--- src/rtl/ac_coeff_scan_sequencer.sv ---
// AC coefficient scan sequencer: walks a slice's coefficient RAM in
// position-major / block-minor order (positions 1..63), counts zero runs
// and hands one (run, level) token per nonzero coefficient downstream.
module ac_coeff_scan_sequencer (
  input  logic               clk,
  input  logic               reset_n,
  input  logic               start,
  input  logic [3:0]         num_blocks,
  output logic               busy,
  output logic               done,
  output logic               coeff_rd_en,
  output logic [8:0]         coeff_addr,
  input  logic signed [31:0] coeff_rd_data,
  output logic               tok_valid,
  input  logic               tok_ready,
  output logic [31:0]        tok_run,
  output logic signed [31:0] tok_level,
  output logic               tok_first,
  output logic [9:0]         tok_count
);

  typedef enum logic [2:0] {IDLE, RD, CHK, EMIT, DONE} state_t;

  state_t state, state_next;

  logic [5:0]         pos, pos_next;
  logic [2:0]         blk, blk_next;
  logic [3:0]         nb, nb_next;
  logic [8:0]         run, run_next;
  logic               first, first_next;

  // Token fields; the run is at most 503 so 9 bits are kept and zero-extended.
  logic [8:0]         tok_run_q, tok_run_next;
  logic signed [31:0] tok_level_next;
  logic               tok_first_next;
  logic               tok_valid_next;
  logic [9:0]         tok_count_next;

  logic [3:0]         nb_clamped;
  logic               blk_wrap;
  logic               last_coeff;
  logic [5:0]         adv_pos;
  logic [2:0]         adv_blk;
  state_t             adv_state;

  assign tok_run = {23'd0, tok_run_q};

  // Clamp the requested block count to 1..8 and precompute the scan advance.
  always_comb begin
    nb_clamped = num_blocks;
    if (num_blocks == 4'd0) begin
      nb_clamped = 4'd1;
    end else if (num_blocks > 4'd8) begin
      nb_clamped = 4'd8;
    end
    blk_wrap   = ({1'b0, blk} == (nb - 4'd1));
    last_coeff = blk_wrap && (pos == 6'd63);
    adv_blk    = blk_wrap ? 3'd0 : blk + 3'd1;
    adv_pos    = blk_wrap ? pos + 6'd1 : pos;
    adv_state  = last_coeff ? DONE : RD;
  end

  // Next-state and next-register logic for the scan FSM.
  always_comb begin
    state_next     = state;
    pos_next       = pos;
    blk_next       = blk;
    nb_next        = nb;
    run_next       = run;
    first_next     = first;
    tok_run_next   = tok_run_q;
    tok_level_next = tok_level;
    tok_first_next = tok_first;
    tok_valid_next = tok_valid;
    tok_count_next = tok_count;

    case (state)
      IDLE: begin
        if (start) begin
          nb_next        = nb_clamped;
          pos_next       = 6'd1;
          blk_next       = 3'd0;
          run_next       = 9'd0;
          first_next     = 1'b1;
          tok_count_next = 10'd0;
          state_next     = RD;
        end
      end
      RD: begin
        state_next = CHK;
      end
      CHK: begin
        if (coeff_rd_data != 32'sd0) begin
          tok_run_next   = run;
          tok_level_next = coeff_rd_data;
          tok_first_next = first;
          tok_valid_next = 1'b1;
          run_next       = 9'd0;
          first_next     = 1'b0;
          state_next     = EMIT;
        end else begin
          run_next   = run + 9'd1;
          pos_next   = adv_pos;
          blk_next   = adv_blk;
          state_next = adv_state;
        end
      end
      EMIT: begin
        if (tok_ready) begin
          tok_valid_next = 1'b0;
          tok_count_next = tok_count + 10'd1;
          pos_next       = adv_pos;
          blk_next       = adv_blk;
          state_next     = adv_state;
        end
      end
      DONE: begin
        state_next = IDLE;
      end
      default: begin
        state_next = IDLE;
      end
    endcase
  end

  // State and scan-position registers.
  always_ff @(posedge clk or negedge reset_n) begin
    if (!reset_n) begin
      state <= IDLE;
      pos   <= 6'd0;
      blk   <= 3'd0;
      nb    <= 4'd0;
      run   <= 9'd0;
      first <= 1'b0;
    end else begin
      state <= state_next;
      pos   <= pos_next;
      blk   <= blk_next;
      nb    <= nb_next;
      run   <= run_next;
      first <= first_next;
    end
  end

  // Registered outputs, decoded from the state being entered so they line
  // up with the state they describe.
  always_ff @(posedge clk or negedge reset_n) begin
    if (!reset_n) begin
      busy        <= 1'b0;
      done        <= 1'b0;
      coeff_rd_en <= 1'b0;
      coeff_addr  <= 9'd0;
      tok_valid   <= 1'b0;
      tok_run_q   <= 9'd0;
      tok_level   <= 32'sd0;
      tok_first   <= 1'b0;
      tok_count   <= 10'd0;
    end else begin
      busy        <= (state_next != IDLE);
      done        <= (state_next == DONE);
      coeff_rd_en <= (state_next == RD);
      if (state_next == RD) begin
        coeff_addr <= {blk_next, pos_next};
      end
      tok_valid   <= tok_valid_next;
      tok_run_q   <= tok_run_next;
      tok_level   <= tok_level_next;
      tok_first   <= tok_first_next;
      tok_count   <= tok_count_next;
    end
  end

endmodule

--- config.mk ---
export PLATFORM = sky130hd
export DESIGN_NAME = ac_coeff_scan_sequencer
export DESIGN_NICKNAME = d
export VERILOG_FILES = /design/src/rtl/ac_coeff_scan_sequencer.sv
export SDC_FILE = /design/constraint.sdc
export NUM_CORES = 1
export LEC_CHECK = 0
export ABC_AREA = 1
export CORE_MARGIN = 2
export CORE_UTILIZATION = 47
export CTS_CLUSTER_DIAMETER = 150
export DETAILED_ROUTE_END_ITERATION = 8
export GPL_ROUTABILITY_DRIVEN = 0
export GPL_TIMING_DRIVEN = 0
export PLACE_DENSITY = 0.77
export REMOVE_ABC_BUFFERS = 1
export SLEW_MARGIN = 25
export SYNTH_ARGS = -nofsm -noshare
export SYNTH_HDL_FRONTEND = slang
export SYNTH_SLANG_ARGS = --single-unit
--- constraint.sdc ---
create_clock -name clk -period 2.57 [get_ports clk]
set_input_delay 0.514 -clock clk [delete_from_list [all_inputs] [get_ports clk]]
set_output_delay 0.514 -clock clk [all_outputs]
set_load 0.01 [all_outputs]
* Word-level counts from Yosys, hierarchy flattened
Index checks and enable logic that the tools add are counted.
Storage, ports and cells: register bits 91, bits of input ports 40, output and inout bits 88, word-level logic and storage cells 74
Cells by class: add/subtract/negate cells 5, $lt $le $gt $ge 1, equal/unequal tests 10, muxes and demuxes 29, reduce and logical (&&, ||, !) cells 14
Operators by type and width (number):
- $reduce_bool A32 Y1 | 1
- $mux W3 | 8
- $mux W6 | 4
- $mux W10 | 2
- $pmux W10 S2 | 1
- $mux W9 | 2
- $pmux W6 S3 | 1
- $pmux W9 S2 | 1
- $pmux W3 S4 | 1
- $add A10 B1 Y10 const B | 1
- $add A9 B1 Y9 const B | 1
- $pmux W3 S3 | 1
- $reduce_and A3 Y1 | 3
- $mux W4 | 2
- $add A6 B1 Y6 const B | 1
- $eq A3 B1 Y1 const B | 2
- $eq A3 B2 Y1 const B | 2
- $eq A6 B6 Y1 const B | 1
- $ne A2 B2 Y1 const B | 3
- $reduce_and A2 Y1 | 3
- $reduce_bool A2 Y1 | 3
- $eq A3 B4 Y1 | 1
- $gt A4 B4 Y1 const B | 1
- $logic_not A4 Y1 | 1
- 8 further kinds | 12

* Logic depth before layout (Yosys ltp)
Gate-level depths: netlist of the first run.
word-level depth 7, mapped depth 13, gate-level depth less buffers 13

* Worst setup path before layout of the first run
No wires, ideal clock.
path type reg2reg, start point register nb[0], end point register coeff_addr[6], setup time 74 ps, arrival 1764 ps, data required time 2496 ps, setup slack 731 ps, stages on the path, launching flop included 13, buffers on the path 1, clock period less this slack 1839 ps, path through dfrtp_1 -> inv_1 -> ha_1 -> xor2_1 -> nand2_1 -> nor3_4 -> nand2_2 -> nand2_1 -> nand3_2 -> nand2_2 -> buf_6 -> nand2_1 -> o21ai_2
On the way: longest elaborated chain between the ends 7, elaborated cells between the ends (all ways) 12, classes of those cells add/sub: 1; eq/ne: 2; mux: 8; reduce/logical: 1
Ends and longest elaborated chain:
- from (decl) | line 28 | logic [3:0] nb, nb_next;
- from (signal assigned) | line 139 | nb <= nb_next;
- $sub A4 B1 Y4 (*) | line 56 | blk_wrap = ({1'b0, blk} == (nb - 4'd1));
- $eq A3 B4 Y1 (*) | line 56
- $logic_and A1 B1 Y1 (*) | line 57 | last_coeff = blk_wrap && (pos == 6'd63);
- $mux W3 (*) | line 60 | adv_state = last_coeff ? DONE : RD;
- $mux W3, on equally long branches | line 109, 93
- $pmux W3 S4 (*) | line 77 | case (state)
- named net state_next[0] | line 24 | state_t state, state_next;
- $eq A3 B1 Y1 (*) | line 162 | if (state_next == RD) begin
- to (signal assigned) | line 163 | coeff_addr <= {blk_next, pos_next};
- to (decl) | line 12 | output logic [8:0] coeff_addr,
The timed path passes the listed nets; every way through them passes the cells marked *. A chain may end at the register's enable or synchronous reset.

* Worst setup path in the final report of the first run
start point input coeff_rd_data[3], end point register run[4]
On the way: longest elaborated chain between the ends 3
Ends and longest elaborated chain:
- from (decl) | line 13 | input logic signed [31:0] coeff_rd_data,
- $reduce_bool A32 Y1 | line 93 | if (coeff_rd_data != 32'sd0) begin
- $mux W9 | line 93
- $pmux W9 S2 | line 77
- to (signal assigned) | line 140 | run <= run_next;
- to (decl) | line 29 | logic [8:0] run, run_next;
Every way passes these cells.

==> metrics.log, run 1 <==
[metrics] data required time at the worst endpoint: 2.83 ns
[metrics] DRC violations left: 0
[metrics] total standard cell area after synthesis: 4290 um^2
[metrics] Starting Density: 48.7%
[metrics] detailed-router iteration count before antenna repair: 4
[metrics] result of the run: finished, final reports clean
[metrics] pin count of the biggest net entering global routing: 53
[metrics] Cell variety after synth: 33
[metrics] setup repair after global routing missed its margin: true
[metrics] net count reported at finish: 666
[metrics] share of final-layout standard cells stronger than drive strength 1: under 10%
[metrics] path depth of the worst reg2reg path: 7
[metrics] kind of start point of the critical path: input port
[metrics] PortBufs: 104
[metrics] design area: between 5000 and 6000 um^2
[metrics] Horiz. Die Dim: 99.5 um
[metrics] maximum buffer depth of the clock tree: 2
[metrics] slew at the pin closest to its max-slew limit: 0.810 ns
[metrics] cell at the slowest stage of the critical path: o21ai_4
[metrics] Layout Area Growth over Synthesis: 30.8%
[metrics] total placed cells including tap cells: 717
[metrics] Reg-to-Reg Start: state[1]$_DFF_PN0_
[metrics] DR WL/cell: 12.9 um
[metrics] P_leak: approximately 0.0027 uW
[metrics] kind of end point of the critical path: flip-flop
[metrics] CP Class: in -> reg
[metrics] Final Max Tran Viols: 0
[metrics] number of buffers added for setup after CTS: 0
[metrics] mean number of vias per cell: just under 5
[metrics] post-route insts no fill: 734
[metrics] Seq/Total Area, Yosys: 53.1%
[metrics] clk sink count: 91
[metrics] Worst Path Arrival: approximately 2.6 ns
[metrics] power density over cell area: ~1000 nW/um^2
[metrics] cells traversed along the worst timing path: clkdlybuf4s50_1 -> nor2_1 -> nand2_1 -> nor2_1 -> nand2_1 -> o21ai_4 -> buf_16 -> a21oi_1 -> a211oi_1
[metrics] number of standard-cell rows in the floorplan: 34
[metrics] peak per-stage delay on the critical path: 0.59 ns
[metrics] total of warnings raised by yosys: 0
[metrics] number of antenna-violating nets in the routed design: 0
[metrics] worst slew margin relative to its limit: 45.9%
[metrics] # H-tree levels: 3
[metrics] number of top-level design ports: 128
[metrics] largest clock skew in the final design: 0.00646 ns
[metrics] final-report setup violation count: 0
[metrics] floorplan die height: around 100 um
[metrics] number of synthesized register bits: 91
[metrics] initial antenna violation count: 0
[metrics] final cycle utilization of the critical path: 92.3%
[metrics] max-cap viol count: 0
[metrics] Post-Syn Area per Cell: about 8.3 um^2
[metrics] Resized cells post-CTS: 0
[metrics] latest clock arrival within the worst-skew pair: between 0.3 and 0.4 ns
[metrics] final hold violations: 0
[metrics] CP bufs+invs: 2
[metrics] delay-heaviest family, CP: compound AO/OA/AOI/OAI gates
[metrics] worst ir drop on vdd: 0.496 mV
[metrics] largest driver fanout on the critical path: 30
[metrics] area of the core region: approximately 8800 um^2
[metrics] Final Power: 5630 uW
[metrics] number of antenna cells inserted: 0
[metrics] time the final worst path needs with I/O delays and setup: 2.37 ns
[metrics] wirelength, routed: 9480 um
[metrics] path category of the worst min-delay check: in -> async
[metrics] DR vias: 3574
[metrics] number of buffers inserted during clock tree synthesis: 9
[metrics] Die Outline Area: roughly 9900 um^2
[metrics] placed instance area: 5390 um^2
[metrics] Register-to-Register Setup Slack: 0.30 ns
[metrics] first-pass GRT wire length: 15700 um
[metrics] final core utilization: between 60% and 70%
[metrics] clock tree from TritonCTS: done
[metrics] highest clock rate: 421 MHz
[metrics] aggregate global routing overflow: 0
[metrics] Total GRT Usage: 19.7%
[metrics] drt first-iter violations: 116
[metrics] placed wire-length estimate: 6770 um
[metrics] post-CTS clock slew at the launch and capture registers of the worst setup and hold paths: 0.08 ns
[metrics] R2R Path End: run[4]$_DFFE_PN0P_
[metrics] vias in the first global route: 3430
[metrics] Root Driver: clkbuf_8
[metrics] worst hold slack across all endpoints: 0.0574 ns
[metrics] post-synthesis cell count: 514
## registers in the layout, summed over array words and instances (netlist names)
| name | count |
|---|---|
| blk | 3 |
| busy | 1 |
| coeff_addr | 9 |
| coeff_rd_en | 1 |
| done | 1 |
| first | 1 |
| nb | 4 |
| pos | 6 |
| run | 9 |
| state | 3 |
| tok_count | 10 |
| tok_first | 1 |
| tok_level | 32 |
| tok_run_q | 9 |
| tok_valid | 1 |
## worst register-to-register path: stages (launching register included)
cell and delay, ns:
dfrtp_1 0.40, inv_1 0.17, nand4_1 0.51, inv_1 0.42
nor2_1 0.17, nor3_1 0.23, a21oi_1 0.09, a211oi_1 0.18
## cell usage in the layout (no fill, tap or decap), drive strengths merged
master	n
inv	41
bufinv	1
conb	23
nand4	5
nor3b	1
a21oi	13
nor3	12
nand2	202
nor2	44
buf	3
nand3b	1
a211oi	1
o21a	1
o22ai	5
xnor2	4
nor4	2
xor2	9
ha	5
dfrtp	91
clkbuf	13
nand3	21
clkinvlp	2
o21ai	19
clkdlybuf4s50	103
o31ai	2
o211ai	2
## what timing repair did
item,in CTS,in global routing
endpoints found under the setup margin,4,4
hold buffers,0,0
pin swaps,1,2
cloned,1,0
## through the flow
step	worst slack, ns	TNS [ns]
finish	0.197	0
global route	-0.00907	-0.00907
CTS	0.167	0
detailed placement	-0.393	-4.63
global placement	-2.39	-297.92
floorplan	-0.634	-13.44
## cell families after synthesis
logic type	count (synthesis)	share of synthesized area (%)
AND/OR/NAND/NOR	287	28.3
buffers and inverters	74	8.81
AO/OA/AOI/OAI	43	5.60
flip-flops	91	53.1
adder cells (fa/ha/maj)	5	1.46
XOR/XNOR	13	2.65
other	1	0.0874
## power breakdown
part           leakage, uW  switching [uW]  internal (uW)  total [uW]
Combinational      0.00141            1410           1100        2510
Clock             0.000102             493            530        1020
Sequential         0.00118             247           1850        2100
Total              0.00269            2150           3480        5630
## area by class of cell
class | count | area (um^2)
tap | 108 | 135
clock inverter | 3 | 45.0
fill | 741 | 3190
inverter | 41 | 154
timing repair buffer | 106 | 1100
multi-input combinational | 372 | 1730
clock buffer | 13 | 169
sequential | 91 | 2280
## worst max-delay path by stage
stage,startpoint,endpoint,slack (ns),cells past startpoint
6_report,coeff_rd_data[3],run[4]$_DFFE_PN0P_,0.20,9
5_1_grt,coeff_rd_data[3],run[4]$_DFFE_PN0P_,-0.009,9
4_1_cts,coeff_rd_data[3],run[4]$_DFFE_PN0P_,0.17,9
3_5_place_dp,coeff_rd_data[3],coeff_addr[3]$_DFFE_PN0N_,-0.39,14
3_3_place_gp,coeff_rd_data[3],run[4]$_DFFE_PN0P_,-2.39,8
2_1_floorplan,coeff_rd_data[7],run[4]$_DFFE_PN0P_,-0.63,7
## synth_stat cells, drive strengths merged
cell / count / share of area [%]
nand2: 202 / 18
dfrtp: 91 / 53
nor2: 43 / 4.3
inv: 41 / 3.6
buf: 27 / 4.7
nand3: 21 / 2.6
o21ai: 19 / 2.3
a21oi: 13 / 1.5
nor3: 12 / 2.0
xor2: 9 / 1.8
clkbuf: 6 / 0.53
ha: 5 / 1.5
nand4: 5 / 0.73
o22ai: 5 / 0.73
xnor2: 4 / 0.82
nor4: 2 / 0.29
o211ai: 2 / 0.35
o31ai: 2 / 0.35
a211oi: 1 / 0.18
conb: 1 / 0.087
nand3b: 1 / 0.18
nor3b: 1 / 0.18
o21a: 1 / 0.18
## layer usage
| layer | vias to the layer above | share of wire [%] | track usage [%] |
|---|---|---|---|
| met5 | - | 0 | 0 |
| met4 | 0 | 1.6 | 7.27 |
| met3 | 15 | 5.0 | 3.94 |
| met2 | 109 | 48 | 32.4 |
| met1 | 1656 | 46 | 26.0 |
| li1 | 1794 | - | - |
(Power assumes the default switching activity.)
==> run 2, diff against run 1 <==
clock period = 2.56 ns   (was 2.57 ns; I/O delays follow)
==> run 2 against run 1 <==
  * Cell count did not move
  * Die area unchanged
  * Hold slack got worse by 0.0012 ns
  * Clock power hardly changed
  * Core utilization up 0.057 points
  * Setup slack lost 0.017 ns
  * Sequential share of layout area about the same
  * Sequential power about the same
==> metrics.log, run 2 (synthesized netlist as in run 1, its figures left out) <==
[metrics] worst hold slack across all endpoints: 0.0562 ns
[metrics] DR vias: ~3600
[metrics] DR WL/cell: 13.0 um
[metrics] detailed-router iteration count before antenna repair: 4
[metrics] highest-count cells in the layout ignoring fill and taps: nand2_1, clkdlybuf4s50_1, dfrtp_1
[metrics] R2R Path End: run[4]$_DFFE_PN0P_
[metrics] share of final-layout standard cells stronger than drive strength 1: under 10%
[metrics] pin count of the biggest net entering global routing: 53
[metrics] net count reported at finish: 666
[metrics] clk sink count: a little over 90
[metrics] number of buffers inserted during clock tree synthesis: 9
[metrics] largest clock skew in the final design: 0.00650 ns
[metrics] Die Outline Area: 9910 um^2
[metrics] Total GRT Usage: 19.7%
[metrics] number of antenna cells inserted: 0
[metrics] CP Class: in -> reg
[metrics] final hold violations: 0
[metrics] path depth of the worst reg2reg path: 7
[metrics] worst ir drop on vdd: 0.498 mV
[metrics] mean number of vias per cell: between 4 and 5
[metrics] placed instance area: between 5000 and 6000 um^2
[metrics] PortBufs: approximately 100
[metrics] time the final worst path needs with I/O delays and setup: 2.38 ns
[metrics] post-CTS clock slew at the launch and capture registers of the worst setup and hold paths: 0.08 ns
[metrics] Starting Density: between 40% and 50%
[metrics] registers with the highest flip-flop counts: tok_level: 32 flops, tok_count: 10 flops
[metrics] latest clock arrival within the worst-skew pair: 0.35 ns
[metrics] Final Max Tran Viols: 0
[metrics] Register-to-Register Setup Slack: ~0.27 ns
[metrics] max-cap viol count: 0
[metrics] power density over cell area: 1010 nW/um^2
[metrics] final cycle utilization of the critical path: 93.0%
[metrics] timing startpoint of the critical path: coeff_rd_data[3]
[metrics] Final TNS setup: 0 ns
[metrics] final worst-path setup slack: 0.180 ns
[metrics] initial antenna violation count: 0
[metrics] largest reg by FF count: tok_level
[metrics] area of the core region: 8810 um^2
[metrics] drt first-iter violations: 121
[metrics] number of standard-cell rows in the floorplan: 34
[metrics] worst slew margin relative to its limit: 46.1%
[metrics] slew at the pin closest to its max-slew limit: 0.808 ns
[metrics] commonest non-fill, non-tap cell in the layout: nand2_1
[metrics] number of antenna-violating nets in the routed design: 0
[metrics] wirelength, routed: 9510 um
[metrics] Layout Area Growth over Synthesis: 31.0%
[metrics] # H-tree levels: 3
[metrics] result of the run: finished, final reports clean
[metrics] largest driver fanout on the critical path: 30
[metrics] kind of end point of the critical path: flip-flop
[metrics] highest clock rate: between 400 and 500 MHz
[metrics] Reg-to-Reg Start: state[1]$_DFF_PN0_
[metrics] Root Driver: clkbuf_8
[metrics] DRC violations left: 0
[metrics] P_leak: 0.00269 uW
[metrics] kind of start point of the critical path: input port
[metrics] first-pass GRT wire length: 15700 um
[metrics] number of top-level design ports: 128
[metrics] data required time at the worst endpoint: 2.82 ns
[metrics] vias in the first global route: 3430
[metrics] placed wire-length estimate: 6770 um
[metrics] setup repair after global routing missed its margin: true
[metrics] number of buffers added for setup after CTS: 0
[metrics] Horiz. Die Dim: 99.5 um
[metrics] Worst Path Arrival: 2.64 ns
[metrics] floorplan die height: roughly 100 um
[metrics] final-report setup violation count: 0
[metrics] final core utilization: 63.8%
[metrics] maximum buffer depth of the clock tree: 2
[metrics] aggregate global routing overflow: 0
[metrics] clock tree from TritonCTS: done
[metrics] path category of the worst min-delay check: in -> async
[metrics] worst setup timing slack at the placement stage: -0.401 ns
[metrics] design area: about 5600 um^2
[metrics] number of flip-flops in the largest register: 32
-- run 2: cell count changes in the layout (fill, tap and decap cells not counted) --
cell	delta
nand2_2	-1
nand2_4	+1
-- run 2: report_power, final --
part	internal [uW]	switching, uW
Clock	532	494
Sequential	1860	248
Combinational	1110	1430
-- run 2: worst max path at each step --
stage / to / slack, ns / cells past startpoint
global placement: run[4]$_DFFE_PN0P_ / -2.40 / 8
floorplan: run[4]$_DFFE_PN0P_ / -0.64 / 7
detailed placement: coeff_addr[3]$_DFFE_PN0N_ / -0.40 / 14
finish: run[4]$_DFFE_PN0P_ / 0.18 / 9
global route: run[4]$_DFFE_PN0P_ / -0.02 / 9
CTS: run[4]$_DFFE_PN0P_ / 0.16 / 9
-- run 2: routing by layer --
layer	track usage, %	part of all wire [%]
met1	26.0	45
met2	32.4	48
met3	3.94	5.2
met4	7.27	1.4
met5	0	0
-- run 2: worst max-delay path: stages --
cell and delay, ns:
clkdlybuf4s50_1 0.43, nor2_1 0.12, nand2_1 0.07, nor2_1 0.12, nand2_1 0.17, o21ai_4 0.59, buf_16 0.25, a21oi_1 0.14
a211oi_1 0.23
-- run 2: area by class of cell --
class,instances,area [um^2]
inverters,41,154
well taps,108,135
multi-input cells,372,1740
clock inverters,3,45.0
flip-flops and latches,91,2280
clock buffers,13,169
fillers,741,3190
repair buffers,106,1100
-- run 2: timing repair --
action | in CTS | in global routing
cloned | 1 | 0
resized for setup | 0 | 1
pin swaps | 1 | 2
hold buffers | 0 | 0
setup endpoints to repair | 4 | 5
-- run 2: per-stage QoR --
step,std cells,total power [uW]
floorplan,503,3490
global placement,715,4560
detailed placement,717,4660
CTS,734,5700
global route,734,6080
finish,734,5670
==> run 3, diff against run 2 <==
ABC_CLOCK_PERIOD_IN_PS = 2560   (was unset)
==> results of run 3 <==
Final layout, timing and power as in run 2 (identical DEF).
